--- config.mk ---
export PLATFORM = sky130hd
export DESIGN_NAME = i3c_axi_sub_mem
export DESIGN_NICKNAME = d
export VERILOG_FILES = /design/src/rtl/i3c_axi_sub_mem.sv
export SDC_FILE = /design/constraint.sdc
export NUM_CORES = 1
export LEC_CHECK = 0
export ABC_AREA = 1
export CAP_MARGIN = 20
export CORE_MARGIN = 4
export CORE_UTILIZATION = 61
export DETAILED_ROUTE_END_ITERATION = 8
export PLACE_DENSITY = 0.85
export SLEW_MARGIN = 20
export SYNTH_ARGS = -nofsm -noshare
export SYNTH_HDL_FRONTEND = slang
export SYNTH_SLANG_ARGS = --single-unit
--- constraint.sdc ---
create_clock -name clk -period 2.1 [get_ports clk]
set_input_delay 0.42 -clock clk [delete_from_list [all_inputs] [get_ports clk]]
set_output_delay 0.42 -clock clk [all_outputs]
set_load 0.02 [all_outputs]
--- src/rtl/i3c_axi_sub_mem.sv ---
// rtl/i3c_axi_sub_mem.sv - I3C/AXI subordinate memory with wait states and read latency pipeline
// Register-based memory so reset clears every word; reads are sampled at acceptance.
module i3c_axi_sub_mem #(
  parameter int AW      = 32,
  parameter int DW      = 32,
  parameter int UW      = 32,
  parameter int IW      = 1,
  parameter int DEPTH   = 16,
  parameter int C_LAT   = 1,
  parameter int WAIT_ST = 0
) (
  input  logic          clk,
  input  logic          rst_n,
  input  logic          dv,
  input  logic [AW-1:0] addr,
  input  logic          write,
  input  logic [UW-1:0] user,
  input  logic [IW-1:0] id,
  input  logic          last,
  input  logic [DW-1:0] wdata,
  input  logic [DW/8-1:0] wstrb,
  input  logic [2:0]    size,
  output logic          hld,
  output logic          rd_err,
  output logic          wr_err,
  output logic [DW-1:0] rdata
);
  localparam int BC  = DW / 8;
  localparam int BW  = $clog2(BC);
  localparam int IXW = $clog2(DEPTH);
  localparam logic [3:0]       WST4     = 4'(WAIT_ST);
  localparam logic [AW-BW-1:0] HI_DEPTH = (AW-BW)'(DEPTH);
  localparam logic [2:0]       SZ_MAX   = 3'(BW);

  logic [3:0]     cnt_q, cnt_d;
  logic [DW-1:0]  mem_q [DEPTH];
  logic [DW-1:0]  mem_d [DEPTH];
  logic [IXW-1:0] idx;
  logic [AW-BW-1:0] word_hi;
  logic           err, acc, rd_acc;
  logic [DW-1:0]  rd_word;
  logic           unused_ok;

  assign unused_ok = ^{user, id, last, addr[BW-1:0]};
  assign idx      = addr[BW +: IXW];
  assign word_hi  = addr[AW-1:BW];
  assign err      = (word_hi >= HI_DEPTH) || (size > SZ_MAX);
  assign hld      = (cnt_q != 4'd0);
  assign acc      = dv && !hld;
  assign rd_acc   = acc && !write;
  assign wr_err   = acc && write && err;
  assign rd_word  = err ? '0 : mem_q[idx];

  // Counter only moves while a request is presented; acceptance reloads it.
  always_comb begin
    cnt_d = cnt_q;
    if (dv) begin
      if (cnt_q != 4'd0) cnt_d = cnt_q - 4'd1;
      else               cnt_d = WST4;
    end
  end

  always_comb begin
    mem_d = mem_q;
    if (acc && write && !err) begin
      for (int b = 0; b < BC; b++) begin
        if (wstrb[b]) mem_d[idx][8*b +: 8] = wdata[8*b +: 8];
      end
    end
  end

  always_ff @(posedge clk or negedge rst_n) begin
    if (!rst_n) begin
      cnt_q <= WST4;
      for (int i = 0; i < DEPTH; i++) mem_q[i] <= '0;
    end else begin
      cnt_q <= cnt_d;
      mem_q <= mem_d;
    end
  end

  if (C_LAT == 0) begin : g_comb
    assign rdata  = rd_acc ? rd_word : '0;
    assign rd_err = rd_acc && err;
  end else begin : g_pipe
    logic [C_LAT-1:0] vld_q, vld_d, perr_q, perr_d;
    logic [DW-1:0]    pdat_q [C_LAT];
    logic [DW-1:0]    pdat_d [C_LAT];

    always_comb begin
      vld_d[0]  = rd_acc;
      perr_d[0] = rd_acc && err;
      pdat_d[0] = rd_acc ? rd_word : '0;
      for (int i = 1; i < C_LAT; i++) begin
        vld_d[i]  = vld_q[i-1];
        perr_d[i] = perr_q[i-1];
        pdat_d[i] = pdat_q[i-1];
      end
    end

    always_ff @(posedge clk or negedge rst_n) begin
      if (!rst_n) begin
        vld_q  <= '0;
        perr_q <= '0;
        for (int i = 0; i < C_LAT; i++) pdat_q[i] <= '0;
      end else begin
        vld_q  <= vld_d;
        perr_q <= perr_d;
        pdat_q <= pdat_d;
      end
    end

    assign rdata  = vld_q[C_LAT-1] ? pdat_q[C_LAT-1] : '0;
    assign rd_err = vld_q[C_LAT-1] && perr_q[C_LAT-1];
  end

endmodule

After elaboration in Yosys (flattened, before gate mapping). Cells that the tools add are included.

Register bits after elaboration: 550. Latch bits: 0. Memory bits (writable): 0. Bits in read-only memories: 0. Output and inout port bits: 35. Word-level logic and storage cells: 65. Memories kept: 0.

Add/sub/neg operators: 1. Multiply operators: 0. Divide/modulo/power cells: 0. Magnitude comparators: 4. Eq/ne operators: 0. Shifts and indexed selects: 0. Mux-type cells: 26. Bitwise logic cells: 1. Reduce and logical (&&, ||, !) cells: 13.

Operators by type and width (number): $mux W512 (7); $bwmux W512 (4); $demux W32 S4 (4); $mux W32 (6); $bmux W32 S4 (1); $ge A30 B5 Y1 const B (1); $mux W24 (1); $mux W16 (1); $logic_and A1 B1 Y1 (8); $mux W8 (1); $ge A5 B5 Y1 const B (1); $lt A5 B1 Y1 const B (1); $not A4 Y5 (1); $mux W4 (1); $reduce_bool A4 Y1 (1); $sub A4 B1 Y4 const B (1); $gt A3 B2 Y1 const B (1); $logic_not A1 Y1 (3); $logic_or A1 B1 Y1 (1).

Logic depth before layout (Yosys ltp). Gate-level depths: netlist of run 1.

Depth in word-level cells: 16. Mapped depth: 12.

Worst setup path before layout of run 1. OpenSTA, ideal clock, no wires.

Path type: input port to output port. From: in size[0]. To: out wr_err. Arrival time: 1.507 ns. Data required time: 1.680 ns. Setup slack: 0.173 ns. Stages on the path: 7. Path through: nand2_1 nand2_1 nor2_1 nand2_1 nor2_2 clkbuf_1 nor4_1.

Longest elaborated chain between the ends: 3.

Ends and longest elaborated chain: from (decl) (line 22) `input logic [2:0] size,`; $gt A3 B2 Y1 (line 47) `assign err = (word_hi >= HI_DEPTH) || (size > SZ_MAX);`; $logic_or A1 B1 Y1 (line 47); $logic_and A1 B1 Y1 (line 51) `assign wr_err = acc && write && err;`; to (decl) (line 25) `output logic wr_err,`.

Every way passes these cells.

Worst setup path in the final report of run 1.
From: reg cnt_q[2]. To: out wr_err.

Longest elaborated chain between the ends: 5.

Ends and longest elaborated chain: from (decl) (line 35) `logic [3:0] cnt_q, cnt_d;`; from (signal assigned) (line 77) `cnt_q <= cnt_d;`; $reduce_bool A4 Y1 (line 48) `assign hld = (cnt_q != 4'd0);`; $logic_not A1 Y1 (line 49) `assign acc = dv && !hld;`; $logic_and A1 B1 Y1 (line 49); $logic_and A1 B1 Y1 (2 in series) (line 51).

Every way passes these cells.

==> results.json, run 1 <==
{
  "status": "finished clean",
  "ys_seq_elements": 550,
  "dieHeight_um": 220.6,
  "dpl.hpwl_mm": 57.91,
  "ys_types": 20,
  "syn_avg_cell_area_um2": 7.175,
  "critPathMaxFanout": 4,
  "grt_pass1_vias": 26470,
  "grt_max_degree": 96,
  "hp-class": "input port to asynchronous set/reset pin",
  "relSlewSlack": 0.6396,
  "tightest_slew_ns": 0.5407,
  "synth.area.mux_share": 0,
  "fin_crit_sh": 0.9907,
  "drive_gt1_frac": 0.1292,
  "rows": 77,
  "clk_pin_slew_ns": 0.06,
  "finalSetupViolCount": 0,
  "critPathRequiredTime_ns": 1.68,
  "core_mm2": 0.04441,
  "synthCells": 3843,
  "io_pins": 144,
  "slew_viol_final": 0,
  "drtPass1Iterations": 8,
  "final_nets": 4181,
  "power_density_mw_per_mm2": 703.7,
  "antenna_found_initial": 1,
  "synth_area_mm2": 0.02758,
  "synth.yosys.seq_area_share": 0.4991,
  "grt_pass1_wl_mm": 141.2,
  "wl_per_cell_um": 19.12,
  "synth_compound_area_frac": 0.01788,
  "cts_buffers": 55,
  "clock_skew_ns": 0.03656,
  "max_freq_mhz": 480.6,
  "clk_latency_ns": 0.65,
  "clk_path_buf_depth": 3,
  "synthXorXnorAreaFrac": 0,
  "ys_warn_count": 0,
  "hold_viol": 0,
  "clockRootBuffer": "clkbuf_16",
  "die_area_mm2": 0.04867,
  "period_needed_ns": 2.081,
  "critPathKind": "flop to primary output",
  "initial_utilization": 0.6209,
  "place_congestion": 0.9629,
  "rsz0062_at_grt": "true",
  "leakage_nw": 18.49,
  "critPathLaunchType": "flop",
  "end_kind": "primary output",
  "grt_overflow": 0,
  "synth_top_family_by_area": "simple AND/OR/NAND/NOR gates",
  "drc": 0,
  "cts_htree_levels": 2,
  "hold_ws_ns": 0.2815,
  "synth_fa_ha_area_frac": 0,
  "io_buffers": 107,
  "vias": 27940,
  "fin_util": 0.7457,
  "worstPathArrival_ns": 1.66,
  "drt-vias-per-instance": 5.932,
  "max-vdd-ir-drop_v": 0.0006980,
  "cap_violations": 0,
  "drt_wl_total_mm": 90.09,
  "drt_iter0_drc": 3627,
  "tritoncts": "built",
  "synthSimpleGateAreaFrac": 0.4285,
  "clock_sinks": 550,
  "areaGrowthSynthToFinish_pct": 20.11,
  "track_usage": 0.3694,
  "drtAntennaViolNets": 0,
  "die_w_um": 220.6,
  "syn-num-nets": 3952
}
==> area by class of cell <==
type | instances | area, um2
sequential | 550 | 13760
multi-input combinational | 2940 | 12380
fill | 3146 | 11290
timing repair buffer | 432 | 3961
clock buffer | 78 | 1634
tap | 592 | 740.7
inverter | 93 | 357.8
clock inverter | 25 | 280.3
antenna | 1 | 2.502
==> path summary, 6_finish.rpt <==
check	from	to	slack [ns]	depth (start not counted)
max reg2reg	cnt_q[2]	mem_q[88]	0.08	11
max	cnt_q[2]	wr_err	0.02	4
min in group clk	write	g_pipe.perr_q	0.47	3
min	rst_n	mem_q[456]	0.28	2
min reg2reg	mem_q[379]	mem_q[379]	0.47	2
max in group asynchronous	rst_n	mem_q[196]	0.95	3
==> kinds of logic after synthesis <==
| kind of cell | count (synthesis) |
|---|---|
| simple gates | 2842 |
| buf+inv | 353 |
| compound gates | 98 |
| flops | 550 |
==> routing by layer <==
metal  global-route usage  vias up  wire (um)
met4               0.2045        0       5725
met2               0.5595     1880      39960
met5                    0        -          0
met3              0.08761      411      11690
met1               0.4952    12960      32720
li1                     -    12690          -
==> cells in the final DEF (no fill, tap or decap) <==
| cell | Yosys | final |
|---|---|---|
| clkbuf_8 | 0 | 15 |
| nand2_1 | 1353 | 1344 |
| nor3_1 | 129 | 129 |
| clkbuf_2 | 0 | 13 |
| dlygate4sd3_1 | 0 | 1 |
| buf_16 | 0 | 1 |
| inv_6 | 0 | 1 |
| buf_4 | 27 | 278 |
| o21ai_0 | 97 | 97 |
| bufinv_16 | 0 | 5 |
| buf_6 | 0 | 2 |
| clkinv_1 | 5 | 5 |
| inv_1 | 69 | 68 |
| clkbuf_16 | 0 | 58 |
| nand2_2 | 15 | 23 |
| nand2_4 | 0 | 1 |
| clkinvlp_4 | 0 | 6 |
| nand3_1 | 515 | 515 |
| clkbuf_1 | 154 | 7 |
| buf_2 | 62 | 19 |
| clkinv_2 | 0 | 13 |
| nor2_4 | 5 | 10 |
| diode_2 | 0 | 1 |
| nor3_4 | 0 | 1 |
| nor2_1 | 720 | 715 |
| inv_2 | 19 | 16 |
| buf_8 | 0 | 1 |
| buf_12 | 0 | 44 |
| clkinv_8 | 0 | 1 |
| dlygate4sd2_1 | 0 | 2 |
| clkdlybuf4s50_1 | 0 | 69 |
| nor4_1 | 2 | 2 |
| o21a_1 | 1 | 1 |
| inv_4 | 0 | 3 |
| nor2_2 | 20 | 20 |
| dfrtp_2 | 0 | 1 |
| nand4_1 | 82 | 82 |
| dfrtp_1 | 550 | 549 |
==> synth_stat cells <==
cell type  number  area (um2)
buf_1          17       63.81
o21ai_0        97       485.5
o21a_1          1       7.510
clkbuf_1      154       578.1
nand3_1       515        2577
nand2_2        15       93.84
nor2_2         20       125.1
buf_2          62       310.3
inv_1          69       259.0
nor3_2          1       10.01
nand2_1      1353        5079
nand4_1        82       513.0
buf_4          27       202.7
inv_2          19       71.32
nor4_1          2       12.51
nor2_4          5       56.30
nor3_1        129       645.6
dfrtp_1       550       13760
clkinv_1        5       18.77
nor2_1        720        2703
==> stage by stage <==
stage	cell area, um2	setup slack (ns)	setup TNS [ns]	power [W]	cells
floorplan	27580	0.1733	0	0.01182	3843
global placement	31180	-0.3636	-112.22	0.01296	4596
detailed placement	31180	-0.3751	-139.01	0.01298	4596
CTS	33060	-0.01995	-0.02272	0.02324	4703
global route	33120	-0.07786	-0.7311	0.02398	4711
finish	33120	0.01943	0	0.02331	4711
==> worst max-delay path: stages, from the launching register on <==
cell	delay, ns
dfrtp_1	0.41
nor2_2	0.10
inv_1	0.08
nor4_1	0.25
buf_2	0.21
==> registers in the layout (all words and copies together) (netlist names) <==
name / flops
cnt_q: 4
g_pipe.pdat_q: 32
mem_q: 512
g_pipe.perr_q: 1
g_pipe.vld_q: 1
==> repair_timing <==
item | CTS | global route
buffers inserted | 2 | 5
setup endpoints to repair | 35 | 125
hold endpoints to repair | 30 | 0
hold buffers | 1 | 0
resized for setup | 106 | 33
gates cloned | 1 | 2
==> report_power, final <==
group / switching [W] / internal [W]
registers: 0.00000219 / 0.0106
clock network: 0.00439 / 0.00603
logic: 0.00157 / 0.000716
Note: power is estimated with default switching activity, not from simulation.
==> inputs of run 2 (changes only) <==
--- a/config.mk
+++ b/config.mk
@@ -5,12 +5,12 @@
 export SDC_FILE = /design/constraint.sdc
 export NUM_CORES = 1
 export LEC_CHECK = 0
-export ABC_AREA = 1
 export CAP_MARGIN = 20
 export CORE_MARGIN = 4
-export CORE_UTILIZATION = 61
+export CORE_UTILIZATION = 60
 export DETAILED_ROUTE_END_ITERATION = 8
-export PLACE_DENSITY = 0.85
+export HOLD_SLACK_MARGIN = 0.06
+export PLACE_DENSITY = 0.84
 export SLEW_MARGIN = 20
 export SYNTH_ARGS = -nofsm -noshare
 export SYNTH_HDL_FRONTEND = slang
==> results.json, run 2 <==
{
  "drive_gt1_frac": 0.5457,
  "final_common_cell": "dfrtp_1",
  "top_register": "mem_q",
  "period_needed_ns": 2.204,
  "wl_per_cell_um": 31.21,
  "async_flop_share": 1.000,
  "grt_overflow": 0,
  "critPathLaunchType": "flop",
  "synthFlopType": "dfrtp_1",
  "grt_max_degree": 85,
  "clock_skew_ns": 0.01212,
  "core_mm2": 0.04232,
  "largest_reg_flops": 512,
  "hp-class": "input port to asynchronous set/reset pin",
  "ys_types": 33,
  "drt_wl_total_mm": 77.39,
  "drt-vias-per-instance": 6.718,
  "syn-num-nets": 1741,
  "max-vdd-ir-drop_v": 0.0005656,
  "synth_enable_flop_cells": 0,
  "tritoncts": "built",
  "areaGrowthSynthToFinish_pct": 28.55,
  "tightest_slew_ns": 0.7933,
  "finish.instance_area_mm2": 0.03326,
  "leakage_nw": 15.83,
  "drt_iter0_drc": 1765,
  "violations": "setup timing",
  "synth_fa_ha_area_frac": 0,
  "synth.yosys.seq_area_share": 0.5320,
  "rsz0062_at_grt": "true",
  "io_buffers": 107,
  "synthXorXnorAreaFrac": 0.0003385,
  "fin_crit_sh": 1.049,
  "cts_buffers": 54,
  "drtAntennaViolNets": 0,
  "place_congestion": 0.8052,
  "critPathMaxFanout": 12,
  "mostFrequentLayoutCells": "dfrtp_1, mux2_4, mux4_2, mux2_2, buf_12",
  "worstPathCellList": "nor2_2, nand4_1, buf_4, buf_16, or4_4, buf_6, mux2_4",
  "final_nets": 1976,
  "die_area_mm2": 0.04651,
  "reg.largest.list": "mem_q (512), g_pipe.pdat_q (32), cnt_q (4)",
  "grt_pass1_wl_mm": 108.1,
  "io_pins": 144,
  "power_density_mw_per_mm2": 654.4,
  "dieHeight_um": 215.7,
  "synth_common_cells": "dfrtp_1, mux2_2, mux4_2",
  "yosysMostFrequentCell": "dfrtp_1",
  "synth_top_family_by_area": "multiplexers",
  "ys_warn_count": 0,
  "worstPathArrival_ns": 2.70,
  "hold_viol": 0,
  "max_freq_mhz": 453.8,
  "cp_top_family": "simple AND/OR/NAND/NOR gates",
  "synth.area.mux_share": 0.3417,
  "critPathKind": "flop to flop",
  "track_usage": 0.2966,
  "synth_largest_area_cell": "dfrtp_1",
  "yosysTopAreaCellShare": 0.5320,
  "drc": 0,
  "synth_area_mm2": 0.02587,
  "setup_tns_ns": -17.00,
  "max_stage_delay_ns": 0.49,
  "die_w_um": 215.7,
  "clk_path_buf_depth": 3,
  "clock_sinks": 550,
  "ys_top_cells_by_area": "dfrtp_1, mux2_2, mux4_2",
  "end_kind": "flop",
  "ys_seq_elements": 550,
  "clockRootBuffer": "clkbuf_16",
  "cap_violations": 0,
  "critPathSlowestCell": "or4_4",
  "dpl.hpwl_mm": 39.95,
  "antenna_found_initial": 1,
  "clk_latency_ns": 0.62,
  "place_area_mm2": 0.02944,
  "status": "finished with violations",
  "syn_avg_cell_area_um2": 15.85,
  "drtPass1Iterations": 8,
  "setup_slack_ns": -0.1035,
  "clk_pin_slew_ns": 0.06,
  "cts_htree_levels": 2,
  "slew_viol_final": 0,
  "synth_compound_area_frac": 0.02524,
  "initial_utilization": 0.6113,
  "synthSimpleGateAreaFrac": 0.07467,
  "grt_pass1_vias": 18080,
  "relSlewSlack": 0.4695,
  "rows": 75,
  "vias": 16660,
  "synthCells": 1632,
  "finalSetupViolCount": 415,
  "timing.critical_path.buf_inv": 3,
  "critPathRequiredTime_ns": 2.60
}
run 2: cell count changes in the layout (fill, tap and decap cells not counted), moves of 68 or more:
| cell | change |
|---|---|
| buf_4 | -200 |
| inv_1 | -68 |
| mux2_2 | +81 |
| mux2_4 | +416 |
| mux4_2 | +128 |
| nand2_1 | -1275 |
| nand3_1 | -514 |
| nand4_1 | -79 |
| nor2_1 | -712 |
| nor3_1 | -128 |
| o21ai_0 | -97 |
run 2: worst reg2reg max path, cell delays in order, from the launching register on:
cell and delay (ns):
dfrtp_1 0.40, nor2_2 0.13, nand4_1 0.18, buf_4 0.22, buf_16 0.16, or4_4 0.49, buf_6 0.18, mux2_4 0.33
run 2: worst paths after layout:
| kind | startpoint | to | slack, ns | cells after the start |
|---|---|---|---|---|
| worst max-delay path | cnt_q[2] | mem_q[447] | -0.10 | 7 |
| worst min-delay path | rst_n | mem_q[417] | 0.32 | 2 |
| worst max register to register | cnt_q[2] | mem_q[447] | -0.10 | 7 |
| worst min register to register | mem_q[155] | mem_q[155] | 0.49 | 1 |
| max in group asynchronous | rst_n | mem_q[211] | 0.94 | 3 |
| min in group clk | mem_q[155] | mem_q[155] | 0.49 | 1 |
run 2: layout make-up:
cell class / count / area, um2
diodes: 1 / 2.502
clock buffers: 80 / 1653
clock inverters: 11 / 108.9
fillers: 2077 / 9064
multi-input cells: 948 / 13040
flip-flops and latches: 550 / 13760
well taps: 577 / 721.9
repair buffers: 313 / 3965
run 2: per-stage QoR:
stage	worst slack (ns)	util	total power (W)	hold slack, ns	std cells
after floorplan	-0.04446	-	0.01125	0.1244	1632
after global placement	-0.7645	0.6957	0.01195	0.3697	2360
after detailed placement	-0.8515	0.6957	0.01198	0.3744	2360
after CTS	-0.07099	0.7692	0.02163	0.3331	2475
after global routing	-0.1806	0.7858	0.02235	0.3422	2480
final	-0.1035	0.7858	0.02176	0.3237	2480
run 2: cell families (layout without fill, tap and decap cells):
group                     Yosys count  after routing
muxes                             641            641
DFF                               550            550
and+or+nand+nor                   208            208
buffers and inverters             134            404
AOI/OAI and AO/OA                  98             98
xor gates and xnor gates            1              1
other                               0              1
run 2: repair_timing:
| action | CTS | global route |
|---|---|---|
| buffers inserted | 14 | 3 |
| hold endpoints to repair | 34 | 0 |
| hold buffers | 1 | 0 |
| endpoints found under the setup margin | 443 | 532 |
| resized for setup | 378 | 221 |
| pin swaps | 28 | 9 |
| gates cloned | 9 | 2 |
run 2: power by group:
| group | internal, W | switching (W) |
|---|---|---|
| registers | 0.0106 | 0.00000143 |
| logic | 0.000478 | 0.000838 |
| clock network | 0.00564 | 0.00421 |
run 2: metal layers:
layer / track usage / routed length (um) / vias to the layer above
met5: 0 / 0 / -
met4: 0.1164 / 3589 / 0
met3: 0.04965 / 5493 / 295
met2: 0.4929 / 39050 / 866
met1: 0.3967 / 29260 / 8914
li1: - / - / 6586
